## src/rtl/switch_select_controller.sv

```systemverilog
// ============================================================================
// switch_select_controller
// ----------------------------------------------------------------------------
// Sequences the slide-switch -> LED selection path of the home simulation.
//   * The raw switches pass through a 2-flop synchroniser. One shared counter
//     then debounces the whole switch vector.
//   * The controller arbitrates among the raised (debounced) switches. It
//     offers one appliance index to the simulation core over a valid/ack
//     handshake.
//   * It drives LEDR. Every raised switch is lit. The granted switch blinks
//     while it is held after acknowledge.
//
// Optional feature macro: ROUND_ROBIN_EN
//   defined   : the winner is the first raised switch above the last
//               acknowledged index, wrapping modulo N_SW.
//   undefined : fixed priority. The lowest raised index wins.
//
// Ports
//   CLOCK_50   in   1     system clock
//   reset      in   1     asynchronous, active-high reset
//   SW         in   N_SW  raw slide switches (asynchronous to CLOCK_50)
//   sel_ack    in   1     core accepts the current selection
//   sel_valid  out  1     selection presented
//   sel_idx    out  IDXW  index of the selected switch (zero-extended)
//   sw_stable  out  N_SW  debounced switch vector
//   LEDR       out  N_SW  LED drive (registered)
//   state_o    out  2     controller state (0 IDLE, 1 PRESENT, 2 HOLD)
//
// Handshake: sel_valid is high exactly while the controller is in PRESENT.
// While sel_valid is high, sel_idx does not change. The only exceptions are
// an accepted transfer or a withdrawal of the presented switch. A transfer
// happens on a rising CLOCK_50 edge when sel_valid and sel_ack are both high.
// The controller ignores sel_ack while sel_valid is low.
// ============================================================================
module switch_select_controller #(
    parameter int N_SW            = 10,
    parameter int IDXW            = 4,
    parameter int DEBOUNCE_CYCLES = 500000,
    parameter int BLINK_CYCLES    = 12500000
) (
    input  logic            CLOCK_50,
    input  logic            reset,
    input  logic [N_SW-1:0] SW,
    input  logic            sel_ack,
    output logic            sel_valid,
    output logic [IDXW-1:0] sel_idx,
    output logic [N_SW-1:0] sw_stable,
    output logic [N_SW-1:0] LEDR,
    output logic [1:0]      state_o
);

    // ------------------------------------------------------------------------
    // Widths
    // ------------------------------------------------------------------------
    // Internal index width is just wide enough to address N_SW switches.
    // The clamps to 1 keep degenerate parameter values legal.
    localparam int IB  = (N_SW > 1)            ? $clog2(N_SW)            : 1;
    localparam int DBW = (DEBOUNCE_CYCLES > 1) ? $clog2(DEBOUNCE_CYCLES) : 1;
    localparam int BLW = (BLINK_CYCLES > 1)    ? $clog2(BLINK_CYCLES)    : 1;

    localparam logic [DBW-1:0] DB_MAX = DBW'(DEBOUNCE_CYCLES - 1);
    localparam logic [BLW-1:0] BL_MAX = BLW'(BLINK_CYCLES - 1);

    typedef enum logic [1:0] {
        ST_IDLE    = 2'd0,
        ST_PRESENT = 2'd1,
        ST_HOLD    = 2'd2
    } state_t;

    // ------------------------------------------------------------------------
    // Synchroniser
    // ------------------------------------------------------------------------
    logic [N_SW-1:0] sw_meta_q;
    logic [N_SW-1:0] sw_sync_q;
    logic [N_SW-1:0] sw_prev_q;   // sw_sync_q one cycle ago, for change detection

    always_ff @(posedge CLOCK_50 or posedge reset) begin
        if (reset) begin
            sw_meta_q <= '0;
            sw_sync_q <= '0;
            sw_prev_q <= '0;
        end else begin
            sw_meta_q <= SW;
            sw_sync_q <= sw_meta_q;
            sw_prev_q <= sw_sync_q;
        end
    end

    // ------------------------------------------------------------------------
    // Debounce: one counter for the whole vector.
    // The counter only advances while the synchronised value differs from the
    // accepted value and has not moved since the previous cycle. Any
    // movement, on any bit, starts the wait over.
    // ------------------------------------------------------------------------
    logic [DBW-1:0]  db_cnt_q, db_cnt_d;
    logic [N_SW-1:0] sw_stable_q, sw_stable_d;

    always_comb begin
        db_cnt_d    = db_cnt_q;
        sw_stable_d = sw_stable_q;
        if (sw_sync_q == sw_stable_q) begin
            db_cnt_d = '0;
        end else if (sw_sync_q != sw_prev_q) begin
            db_cnt_d = '0;
        end else if (db_cnt_q == DB_MAX) begin
            sw_stable_d = sw_sync_q;
            db_cnt_d    = '0;
        end else begin
            db_cnt_d = db_cnt_q + 1'b1;
        end
    end

    always_ff @(posedge CLOCK_50 or posedge reset) begin
        if (reset) begin
            db_cnt_q    <= '0;
            sw_stable_q <= '0;
        end else begin
            db_cnt_q    <= db_cnt_d;
            sw_stable_q <= sw_stable_d;
        end
    end

    // ------------------------------------------------------------------------
    // Winner selection
    // ------------------------------------------------------------------------
    state_t          state_q, state_d;
    logic [IB-1:0]   sel_idx_q, sel_idx_d;
    logic [IB-1:0]   low_idx;      // lowest raised index
    logic [IB-1:0]   winner;
    logic            any_set;
    logic            sel_bit;      // is the currently selected switch still up?

    assign any_set = |sw_stable_q;
    assign sel_bit = sw_stable_q[sel_idx_q];

    // Scan downwards so that the last hit is the lowest index.
    always_comb begin
        low_idx = '0;
        for (int i = N_SW - 1; i >= 0; i--) begin
            if (sw_stable_q[i]) begin
                low_idx = IB'(i);
            end
        end
    end

`ifdef ROUND_ROBIN_EN
    logic [IB-1:0] last_grant_q, last_grant_d;
    logic [IB-1:0] above_idx;
    logic          above_found;

    // Look first for the lowest raised index strictly above the last grant.
    // If there is none, wrap around to the lowest raised index overall.
    always_comb begin
        above_idx   = '0;
        above_found = 1'b0;
        for (int i = N_SW - 1; i >= 0; i--) begin
            if (sw_stable_q[i] && (i > int'(last_grant_q))) begin
                above_idx   = IB'(i);
                above_found = 1'b1;
            end
        end
        winner = above_found ? above_idx : low_idx;
    end

    // The reset value N_SW-1 makes the first grant the lowest raised index.
    always_ff @(posedge CLOCK_50 or posedge reset) begin
        if (reset) begin
            last_grant_q <= IB'(N_SW - 1);
        end else begin
            last_grant_q <= last_grant_d;
        end
    end
`else
    assign winner = low_idx;
`endif

    // ------------------------------------------------------------------------
    // Selection FSM
    // ------------------------------------------------------------------------
    always_comb begin
        state_d   = state_q;
        sel_idx_d = sel_idx_q;
`ifdef ROUND_ROBIN_EN
        last_grant_d = last_grant_q;
`endif
        case (state_q)
            ST_IDLE: begin
                if (any_set) begin
                    state_d   = ST_PRESENT;
                    sel_idx_d = winner;
                end
            end
            ST_PRESENT: begin
                // If the ack and the drop of the switch arrive in the same
                // cycle, the ack wins. HOLD then sees the drop one cycle later.
                if (sel_ack) begin
                    state_d = ST_HOLD;
`ifdef ROUND_ROBIN_EN
                    last_grant_d = sel_idx_q;
`endif
                end else if (!sel_bit) begin
                    if (any_set) begin
                        sel_idx_d = winner;
                    end else begin
                        state_d = ST_IDLE;
                    end
                end
            end
            ST_HOLD: begin
                // HOLD waits only for the held switch to drop. Other switches
                // that rise meanwhile are picked up after the release.
                if (!sel_bit) begin
                    if (any_set) begin
                        state_d   = ST_PRESENT;
                        sel_idx_d = winner;
                    end else begin
                        state_d = ST_IDLE;
                    end
                end
            end
            default: begin
                state_d = ST_IDLE;
            end
        endcase
    end

    always_ff @(posedge CLOCK_50 or posedge reset) begin
        if (reset) begin
            state_q   <= ST_IDLE;
            sel_idx_q <= '0;
        end else begin
            state_q   <= state_d;
            sel_idx_q <= sel_idx_d;
        end
    end

    // ------------------------------------------------------------------------
    // Blink timer. It restarts on each entry into HOLD, so the held LED is
    // always lit for the first full half-period.
    // ------------------------------------------------------------------------
    logic [BLW-1:0] blink_cnt_q, blink_cnt_d;
    logic           blink_phase_q, blink_phase_d;

    always_comb begin
        blink_cnt_d   = blink_cnt_q;
        blink_phase_d = blink_phase_q;
        if ((state_d == ST_HOLD) && (state_q != ST_HOLD)) begin
            blink_cnt_d   = '0;
            blink_phase_d = 1'b1;
        end else if (state_q == ST_HOLD) begin
            if (blink_cnt_q == BL_MAX) begin
                blink_cnt_d   = '0;
                blink_phase_d = ~blink_phase_q;
            end else begin
                blink_cnt_d = blink_cnt_q + 1'b1;
            end
        end
    end

    always_ff @(posedge CLOCK_50 or posedge reset) begin
        if (reset) begin
            blink_cnt_q   <= '0;
            blink_phase_q <= 1'b1;
        end else begin
            blink_cnt_q   <= blink_cnt_d;
            blink_phase_q <= blink_phase_d;
        end
    end

    // ------------------------------------------------------------------------
    // LED drive, registered one cycle behind state and sw_stable
    // ------------------------------------------------------------------------
    logic [N_SW-1:0] led_q, led_d;

    always_comb begin
        led_d = sw_stable_q;
        if (state_q == ST_HOLD) begin
            led_d[sel_idx_q] = blink_phase_q;
        end
    end

    always_ff @(posedge CLOCK_50 or posedge reset) begin
        if (reset) begin
            led_q <= '0;
        end else begin
            led_q <= led_d;
        end
    end

    // ------------------------------------------------------------------------
    // Outputs
    // ------------------------------------------------------------------------
    assign sel_valid = (state_q == ST_PRESENT);
    assign sel_idx   = IDXW'(sel_idx_q);
    assign sw_stable = sw_stable_q;
    assign LEDR      = led_q;
    assign state_o   = state_q;

endmodule

```

## config.mk

```make
export PLATFORM = sky130hd
export DESIGN_NAME = switch_select_controller
export DESIGN_NICKNAME = d
export VERILOG_FILES = /design/src/rtl/switch_select_controller.sv
export SDC_FILE = /design/constraint.sdc
export NUM_CORES = 1
export LEC_CHECK = 0
export CORE_MARGIN = 2
export CORE_UTILIZATION = 55
export CTS_CLUSTER_SIZE = 25
export DETAILED_ROUTE_END_ITERATION = 8
export GPL_ROUTABILITY_DRIVEN = 1
export PLACE_DENSITY = 0.76
export SKIP_LAST_GASP = 1
export SYNTH_ARGS = -nofsm -noshare
export SYNTH_HDL_FRONTEND = slang
export SYNTH_SLANG_ARGS = --single-unit
```

## constraint.sdc

```tcl
create_clock -name CLOCK_50 -period 5.11 [get_ports CLOCK_50]
set_clock_uncertainty 0.15 [all_clocks]
set_input_delay 1.022 -clock CLOCK_50 [delete_from_list [all_inputs] [get_ports CLOCK_50]]
set_output_delay 1.022 -clock CLOCK_50 [all_outputs]
set_load 0.01 [all_outputs]
```

==> impl_metrics.toml, run 1 <==
[outcome]
outcome = "finished, final reports clean"

[pwr]
pwr-share-clk_pct = 33.2
p_comb_share_pct = 8.0
p_per_area_nw_per_um2 = 284
p_seq_share_pct = 58.8
ir_drop_v = 0.000173
swShare_pct = 29.0
finalPower_mw = 1.55
internal_power_mw = 1.10
power_switching_uw = 449
leakage_nw = 2.29

[worst_setup_path]
critPathKind = "input pin to flip-flop"
cp.required_ns = 5.17
path_cells = "clkdlybuf4s50_1, a21oi_1, nor3b_1, a221oi_2, nor2_1, a31oi_1"
worst_setup_path_end_kind = "flip-flop"
worstSetupStartpointType = "input pin"
critical-path-max-stage-delay_ns = 0.82
slowest_stage = "nor2_1"
cp.arrival_ns = 3.06
path_max_fanout = 14

[route]
drt_first_pass_iters = 4
post_drt_via_cell_ratio = 5.94
ant_nets = 0
drtIter0Drc = 211
drt-total-wl_mm = 9.78
drc = 0
vias = 3505
wire_per_inst_microns = 16.6

[place]
place_hpwl_mm = 6.49
io_buffer_count = 39
gp_congestion = 0.964
dp_slack_ns = 1.74
placed_cells = 574

[synth]
netlist_instances = 441
syn_avg_cell_area_sq_um = 10.8
ys_seq_area_share_pct = 52.4
yosys_warnings = 0
synth_fp_nets = 460
async_reset_ff_share_pct = 100
ys_types = 54
synth_edf_count = 0
synth-seq-cells = 100
synth_area_sq_um = 4780
synthFlopType = "dfrtp_1"

[cts]
clk_path_buf_depth = 2
htreeDepth = 3
post_cts_buffers = 0
cts_resized = 0
clock_latency_ns = 0.37
clock_sinks = 100
path_clk_slew_ns = 0.11
cts_inserted_buffers = 9
holdBufCountCts = 0
tritoncts = "done"
root_buffer = "clkbuf_8"

[flow_run]
drv_cap = 0

[timing]
drv_slew = 0
slew_headroom_pct = 32.0
max_freq_ghz = 0.334
rsz0062_at_grt = "false"
setup_viol = 0
period_minus_slack_ns = 3.00
setup_tns_ns = 0
period_share_pct = 58.6
final-hold-violation-count = 0
setup_slack_ns = 2.11
worst_pin_slew_ns = 1.02

[floorplan]
rows = 34
coreArea_sq_um = 8590
initial_core_util_pct = 55.6
die_w_microns = 97.2
die_area_sq_um = 9460
ios = 40
die_h_microns = 97.2

[cells_and_area]
stdcell_count = 590
n_antenna_cell = 0
syn_to_final_growth_pct = 14.2
most-common-layout-cells = "dfrtp_1, clkdlybuf4s50_1, nor2_1, nand2_1, xnor2_1"
layout_commonest_cell = "dfrtp_1"
drive_above_1_share_pct = 10.4
final_nets = 496

[global_routing]
grt_pass1_vias = 3474
grt_first_pass_wirelength_mm = 17.0
grt_max_degree = 74
gr-total-overflow = 0
antenna_found_initial = 0
track_usage_pct = 21.8

[min_path]
hold_class = "flip-flop to flip-flop"
final timing paths:
path | cells after the start | startpoint | endpoint | slack [ns]
setup / recovery | 6 | sel_ack | blink_cnt_q[9] | 2.11
setup reg to reg | 5 | state_o[0] | blink_cnt_q[18] | 2.20
hold reg to reg | 0 | sw_meta_q[0] | sw_sync_q[0] | 0.20
hold / removal | 0 | sw_meta_q[0] | sw_sync_q[0] | 0.20
min in group asynchronous | 2 | reset | db_cnt_q[11] | 1.05
max in group asynchronous | 3 | reset | sel_idx[1] | 2.87
layer usage:
layer / GRT usage (%) / vias to the layer above / routed length (microns)
met4: 6.09 / 0 / 86
met5: 0 / - / 0
met3: 3.60 / 9 / 434
met1: 32.1 / 1726 / 4620
met2: 34.0 / 86 / 4650
li1: - / 1684 / -
final cells by class:
cell class	count	area (sq um)
multi-input cells	316	2170
fillers	691	3130
repair buffers	41	405
flip-flops and latches	100	2500
inverters	9	36.3
clock inverters	7	86.3
clock buffers	9	124
well taps	108	135
cell families after synthesis:
family / Yosys count / synth area share (%)
simple gates: 171 / 19.7
compound gates: 72 / 10.5
fa+ha+maj: 6 / 1.57
mux: 26 / 5.99
buf+inv: 25 / 2.30
flops: 100 / 52.4
xor+xnor: 41 / 7.51
synthesized netlist by cell type (2+ instances only):
master	count	area share (%)
nor3b_1	3	0.47
nor2_1	37	2.9
buf_2	6	0.63
nand2b_1	5	0.65
nor2b_1	4	0.52
nor4_1	10	1.3
nor4_4	2	0.89
dfrtp_1	99	52
a21oi_1	17	1.8
nand3b_1	2	0.31
inv_1	9	0.71
o21ai_0	8	0.84
nand4_1	17	2.2
and3_1	12	1.6
a211o_1	5	0.92
o21a_1	2	0.31
mux2_2	21	4.9
nand2_1	27	2.1
and2_1	4	0.52
a22o_1	6	1.1
xnor2_1	23	4.2
nand3_1	20	2.1
nor4b_2	2	0.63
ha_1	6	1.6
a31oi_1	15	2.0
and4_1	2	0.37
xor2_1	18	3.3
clkbuf_1	8	0.63
or3_1	3	0.39
a21o_1	2	0.31
a41oi_1	5	0.92
mux2i_1	5	1.0
nor3_1	15	1.6
flip-flops by register name, indices dropped and copies added (netlist names):
signal / flops
LEDR: 10
blink_cnt_q: 24
blink_phase_q: 1
db_cnt_q: 19
sel_idx: 4
state_o: 2
sw_meta_q: 10
sw_prev_q: 10
sw_stable: 10
sw_sync_q: 10
critical path, delay by kind of cell:
kind	cells	cell delay [ns]
AOI/OAI and AO/OA	3	0.44
and+or+nand+nor	2	1.08
buffers and inverters	1	0.51
stage by stage:
step | hold slack (ns) | instance area (sq um) | util, %
2_1_floorplan | 0.181 | 4780 | -
3_3_place_gp | 0.182 | 5250 | 61.1
3_5_place_dp | 0.186 | 5250 | 61.1
4_1_cts | 0.204 | 5460 | 63.5
5_1_grt | 0.206 | 5460 | 63.5
6_report | 0.204 | 5460 | 63.5
power by group through the flow:
stage	combinational [mW]	clock [mW]	sequential [mW]
2_1_floorplan	0.103	0	0.905
3_3_place_gp	0.120	0	0.922
3_5_place_dp	0.126	0	0.925
4_1_cts	0.126	0.523	0.910
5_1_grt	0.142	0.560	0.924
6_report	0.124	0.514	0.912
Power figures use the tool's default switching activity.
==> run 2, diff against run 1 <==
--- a/config.mk
+++ b/config.mk
@@ -6,7 +6,7 @@
 export NUM_CORES = 1
 export LEC_CHECK = 0
 export CORE_MARGIN = 2
-export CORE_UTILIZATION = 55
+export CORE_UTILIZATION = 52
 export CTS_CLUSTER_SIZE = 25
 export DETAILED_ROUTE_END_ITERATION = 8
 export GPL_ROUTABILITY_DRIVEN = 1
==> constraint.sdc (replaced) <==
create_clock -name CLOCK_50 -period 2.7 [get_ports CLOCK_50]
set_clock_uncertainty 0.15 [all_clocks]
set_input_delay 0.54 -clock CLOCK_50 [delete_from_list [all_inputs] [get_ports CLOCK_50]]
set_output_delay 0.54 -clock CLOCK_50 [all_outputs]
set_load 0.01 [all_outputs]
==> impl_metrics.toml, run 2 (synthesized netlist as in run 1, its figures left out) <==
[worst_setup_path]
cp.required_ns = 2.77
worst_setup_path_end_kind = "flip-flop"
reg2reg_depth = 6
slowest_stage = "o41a_1"
cp-startpoint = "blink_cnt_q[7]"
path_max_fanout = 23
r2r-start = "blink_cnt_q[7]"
r2r_slack_ns = 0.15
cp.arrival_ns = 2.62
worstSetupStartpointType = "flip-flop"
crit_top_cell = "a21oi_1"
endpoint = "blink_cnt_q[7]"
path_cells = "nor4b_2, nand4_1, o41a_1, buf_4, a21oi_1, a21oi_1"
critical-path-max-stage-delay_ns = 0.78
r2r_end = "blink_cnt_q[7]"
critPathKind = "flip-flop to flip-flop"

[min_path]
min-delay-start = "sw_meta_q[9]"
hold_class = "flip-flop to flip-flop"

[floorplan]
initial_core_util_pct = 54.3
rows = 34
ios = 40
die_h_microns = 99.9
coreArea_sq_um = 8810
die_area_sq_um = 9980
die_w_microns = 99.9

[timing]
period_minus_slack_ns = 2.55
setup_slack_ns = 0.148
max_freq_ghz = 0.392
final-hold-violation-count = 0
period_share_pct = 94.5
setup_viol = 0
slew_headroom_pct = 43.6
rsz0062_at_grt = "false"
drv_slew = 0
worst_pin_slew_ns = 0.847

[cells_and_area]
most-common-layout-cells = "dfrtp_1, clkdlybuf4s50_1, nor2_1, nand2_1"
n_antenna_cell = 0
largest_reg_flops = 24
syn_to_final_growth_pct = 18.0
fillers = 694
largestRegisters = "blink_cnt_q (24), db_cnt_q (19)"
final_nets = 518
post-route-util_pct = 64.1
stdcell_count = 612
drive_above_1_share_pct = 14.5
layout_commonest_cell = "dfrtp_1"
top_register = "blink_cnt_q"

[cts]
clock_sinks = 100
clock_latency_ns = 0.37
holdBufCountCts = 0
clk_path_buf_depth = 2
path_clk_slew_ns = 0.11
tritoncts = "done"
cts_inserted_buffers = 9
root_buffer = "clkbuf_8"
htreeDepth = 3

[place]
place_hpwl_mm = 6.74
gp_congestion = 0.915
dp_slack_ns = -0.189
placed_cells = 596
io_buffer_count = 39

[route]
drtIter0Drc = 170
drt_first_pass_iters = 5
drc = 0
wire_per_inst_microns = 16.2
ant_nets = 0
vias = 3576
drt-total-wl_mm = 9.89
post_drt_via_cell_ratio = 5.84

[global_routing]
grt_first_pass_wirelength_mm = 16.8
track_usage_pct = 21.2
grt_pass1_vias = 3485
antenna_found_initial = 0
grt_max_degree = 101
gr-total-overflow = 0

[pwr]
p_per_area_nw_per_um2 = 523
finalPower_mw = 2.95
leakage_nw = 2.40
ir_drop_v = 0.000235

[flow_run]
drv_cap = 0

[outcome]
outcome = "finished, final reports clean"
## run 2: how the worst min path moves through the flow
stage	cells past startpoint	slack, ns	to
final	0	0.21	sw_sync_q[9]
after global routing	0	0.22	sw_sync_q[9]
after CTS	0	0.21	sw_sync_q[9]
after detailed placement	0	0.19	sw_sync_q[9]
after global placement	0	0.18	sw_sync_q[7]
after floorplan	0	0.18	sw_sync_q[0]
## run 2: repair_timing
item,CTS,global route
setup buffers,0,0
endpoints found under the hold margin,0,0
setup endpoints to repair,0,14
gates resized for setup,0,1
## run 2: routing by layer
metal,vias up,routed length [microns],track usage (%)
li1,1715,-,-
met1,1763,4560,29.9
met2,88,4800,33.7
met3,10,412,5.08
met4,0,116,5.27
met5,-,0,0
## run 2: where the power goes
part           internal, mW  switching [mW]
combinational         0.122           0.129
clock                 0.376           0.595
sequential             1.60           0.132
total                  2.09           0.855
## run 2: cell type report
type | instances | area, sq um | share of cell area [%]
flip-flops and latches | 100 | 2500 | 44.4
multi-input cells | 316 | 2170 | 38.5
repair buffers | 63 | 583 | 10.3
clock inverters | 7 | 88.8 | 1.57
clock buffers | 9 | 124 | 2.20
well taps | 108 | 135 | 2.39
inverters | 9 | 37.5 | 0.665
## run 2: metrics by stage
stage	hold slack [ns]	TNS, ns	cell area (sq um)
after floorplan	0.181	0	4790
after global placement	0.181	-0.276	5430
after detailed placement	0.186	-2.10	5430
after CTS	0.212	0	5640
after global routing	0.221	0	5640
final	0.207	0	5640
## run 2: worst max-delay path: cells and delay by family (launching register included)
| family | cells | cell delay, ns |
|---|---|---|
| simple gates | 2 | 0.49 |
| compound gates | 3 | 1.00 |
| flops | 1 | 0.46 |
| buf+inv | 1 | 0.30 |
==> run 3, diff against run 2 <==
==> constraint.sdc (replaced) <==
create_clock -name CLOCK_50 -period 2.7 [get_ports CLOCK_50]
set_clock_uncertainty 0.15 [all_clocks]
set_input_delay 0.81 -clock CLOCK_50 [delete_from_list [all_inputs] [get_ports CLOCK_50]]
set_output_delay 0.81 -clock CLOCK_50 [all_outputs]
set_load 0.01 [all_outputs]
==> impl_metrics.toml, run 3 (synthesized netlist as in run 1, its figures left out) <==
[cells_and_area]
layout_commonest_cell = "dfrtp_1"
drive_above_1_share_pct = 14.5
n_antenna_cell = 0
syn_to_final_growth_pct = 18.1
final_nets = 517
multiInputGateArea_sq_um = 2170
largest_reg_flops = 24
post-route-util_pct = 64.1
largestRegisters = "blink_cnt_q (24), db_cnt_q (19)"
regArea_sq_um = 2500
most-common-layout-cells = "dfrtp_1, clkdlybuf4s50_1, nor2_1, nand2_1, xnor2_1"
top_register = "blink_cnt_q"
fillers = 690

[pwr]
p_comb_share_pct = 8.9
pwr-share-clk_pct = 33.4
p_seq_share_pct = 57.7
internal_power_mw = 2.11
ir_drop_v = 0.000356
p_per_area_nw_per_um2 = 529
swShare_pct = 29.4
leakage_nw = 2.41
power_switching_uw = 877

[timing]
period_share_pct = 95.8
setup_viol = 0
setup_slack_ns = 0.115
worst_pin_slew_ns = 0.734
final-hold-violation-count = 0
rsz0062_at_grt = "false"
drv_slew = 0
slew_headroom_pct = 51.1
setup_tns_ns = 0
max_freq_ghz = 0.387
hold_ws_ns = 0.209
period_minus_slack_ns = 2.59

[worst_setup_path]
worst_setup_path_end_kind = "output pin"
crit_buf_inv = 1
reg2reg_depth = 6
cp.required_ns = 1.74
path_max_fanout = 8
critPathKind = "flip-flop to output pin"
slowest_stage = "clkdlybuf4s50_1"
r2r_slack_ns = 0.22
critical-path-max-stage-delay_ns = 0.63
r2r_end = "blink_cnt_q[20]"
cp.arrival_ns = 1.63
worstSetupStartpointType = "flip-flop"
path_cells = "clkdlybuf4s50_1"
crit_family = "buffers and inverters"
r2r-start = "blink_cnt_q[8]"

[cts]
post_cts_buffers = 0
clk_path_buf_depth = 2
htreeDepth = 3
tritoncts = "done"
clock_latency_ns = 0.38
root_buffer = "clkbuf_8"
path_clk_slew_ns = 0.11
clock_sinks = 100
holdBufCountCts = 0
cts_inserted_buffers = 9

[place]
place_hpwl_mm = 7.24
io_buffer_count = 39
dp_slack_ns = -0.432
gp_congestion = 0.867

[route]
post_drt_via_cell_ratio = 5.91
drtIter0Drc = 135
drt_first_pass_iters = 4
ant_nets = 0
drc = 0
drt-total-wl_mm = 10.3
vias = 3610
wire_per_inst_microns = 16.8

[min_path]
hold_class = "flip-flop to flip-flop"
hold-path-cell-count = 0
min-delay-start = "sw_meta_q[8]"
hold_end = "sw_sync_q[8]"

[floorplan]
initial_core_util_pct = 54.3
ios = 40
rows = 34
coreArea_sq_um = 8810
die_area_sq_um = 9980
die_w_microns = 99.9
die_h_microns = 99.9

[flow_run]
drv_cap = 0

[global_routing]
antenna_found_initial = 0
track_usage_pct = 21.7
grt_pass1_vias = 3639
grt_max_degree = 27
grt_first_pass_wirelength_mm = 17.3
gr-total-overflow = 0

[outcome]
outcome = "finished, final reports clean"
[run 3: changes by cell type in the layout (fill, tap and decap cells not counted), sizes merged]
cell           before  now
clkinv              4    3
clkdlybuf4s50      39   38
buf                24   23
dlygate4sd2         0    1
inv                11   12
[run 3: stage by stage]
step	power, mW	area, sq um	instances
after CTS	3.00	5650	611
after floorplan	1.91	4790	441
after global routing	3.12	5650	611
after global placement	2.00	5430	595
final	2.99	5650	611
after detailed placement	2.02	5430	595
[run 3: metal layers]
metal	GRT usage [%]	vias to the layer above	routed length [microns]
met1	30.2	1778	4590
li1	-	1721	-
met5	0	-	0
met3	3.83	12	508
met2	35.6	99	5060
met4	6.01	0	138
[run 3: how the worst max path moves through the flow]
| stage | slack, ns | cells past startpoint | endpoint | from |
|---|---|---|---|---|
| floorplan | 0.42 | 9 | blink_cnt_q[21] | state_o[0] |
| global placement | -0.31 | 6 | blink_cnt_q[17] | sel_ack |
| detailed placement | -0.43 | 6 | blink_cnt_q[20] | sel_ack |
| CTS | 0.006 | 1 | sel_idx[0] | sel_idx[0] |
| global route | 0.07 | 1 | sw_stable[3] | sw_stable[3] |
| finish | 0.11 | 1 | sw_stable[3] | sw_stable[3] |
[run 3: power by group through the flow]
stage | logic, mW | clock network [mW] | registers, mW
2_1_floorplan | 0.196 | 0 | 1.71
3_3_place_gp | 0.255 | 0 | 1.74
3_5_place_dp | 0.269 | 0 | 1.75
4_1_cts | 0.270 | 1.01 | 1.72
5_1_grt | 0.303 | 1.08 | 1.74
6_report | 0.267 | 0.997 | 1.72
[run 3: what timing repair did]
| action | CTS | global route |
|---|---|---|
| setup endpoints to repair | 2 | 1 |
| pin swaps | 0 | 0 |
| gates resized for setup | 2 | 1 |
[run 3: area by class of cell]
type                    instances  share of cell area [%]
inverters                       9                   0.665
clock inverters                 7                    1.57
multi-input cells             316                    38.4
flip-flops and latches        100                    44.4
repair buffers                 62                    10.4
well taps                     108                    2.39
clock buffers                   9                    2.19
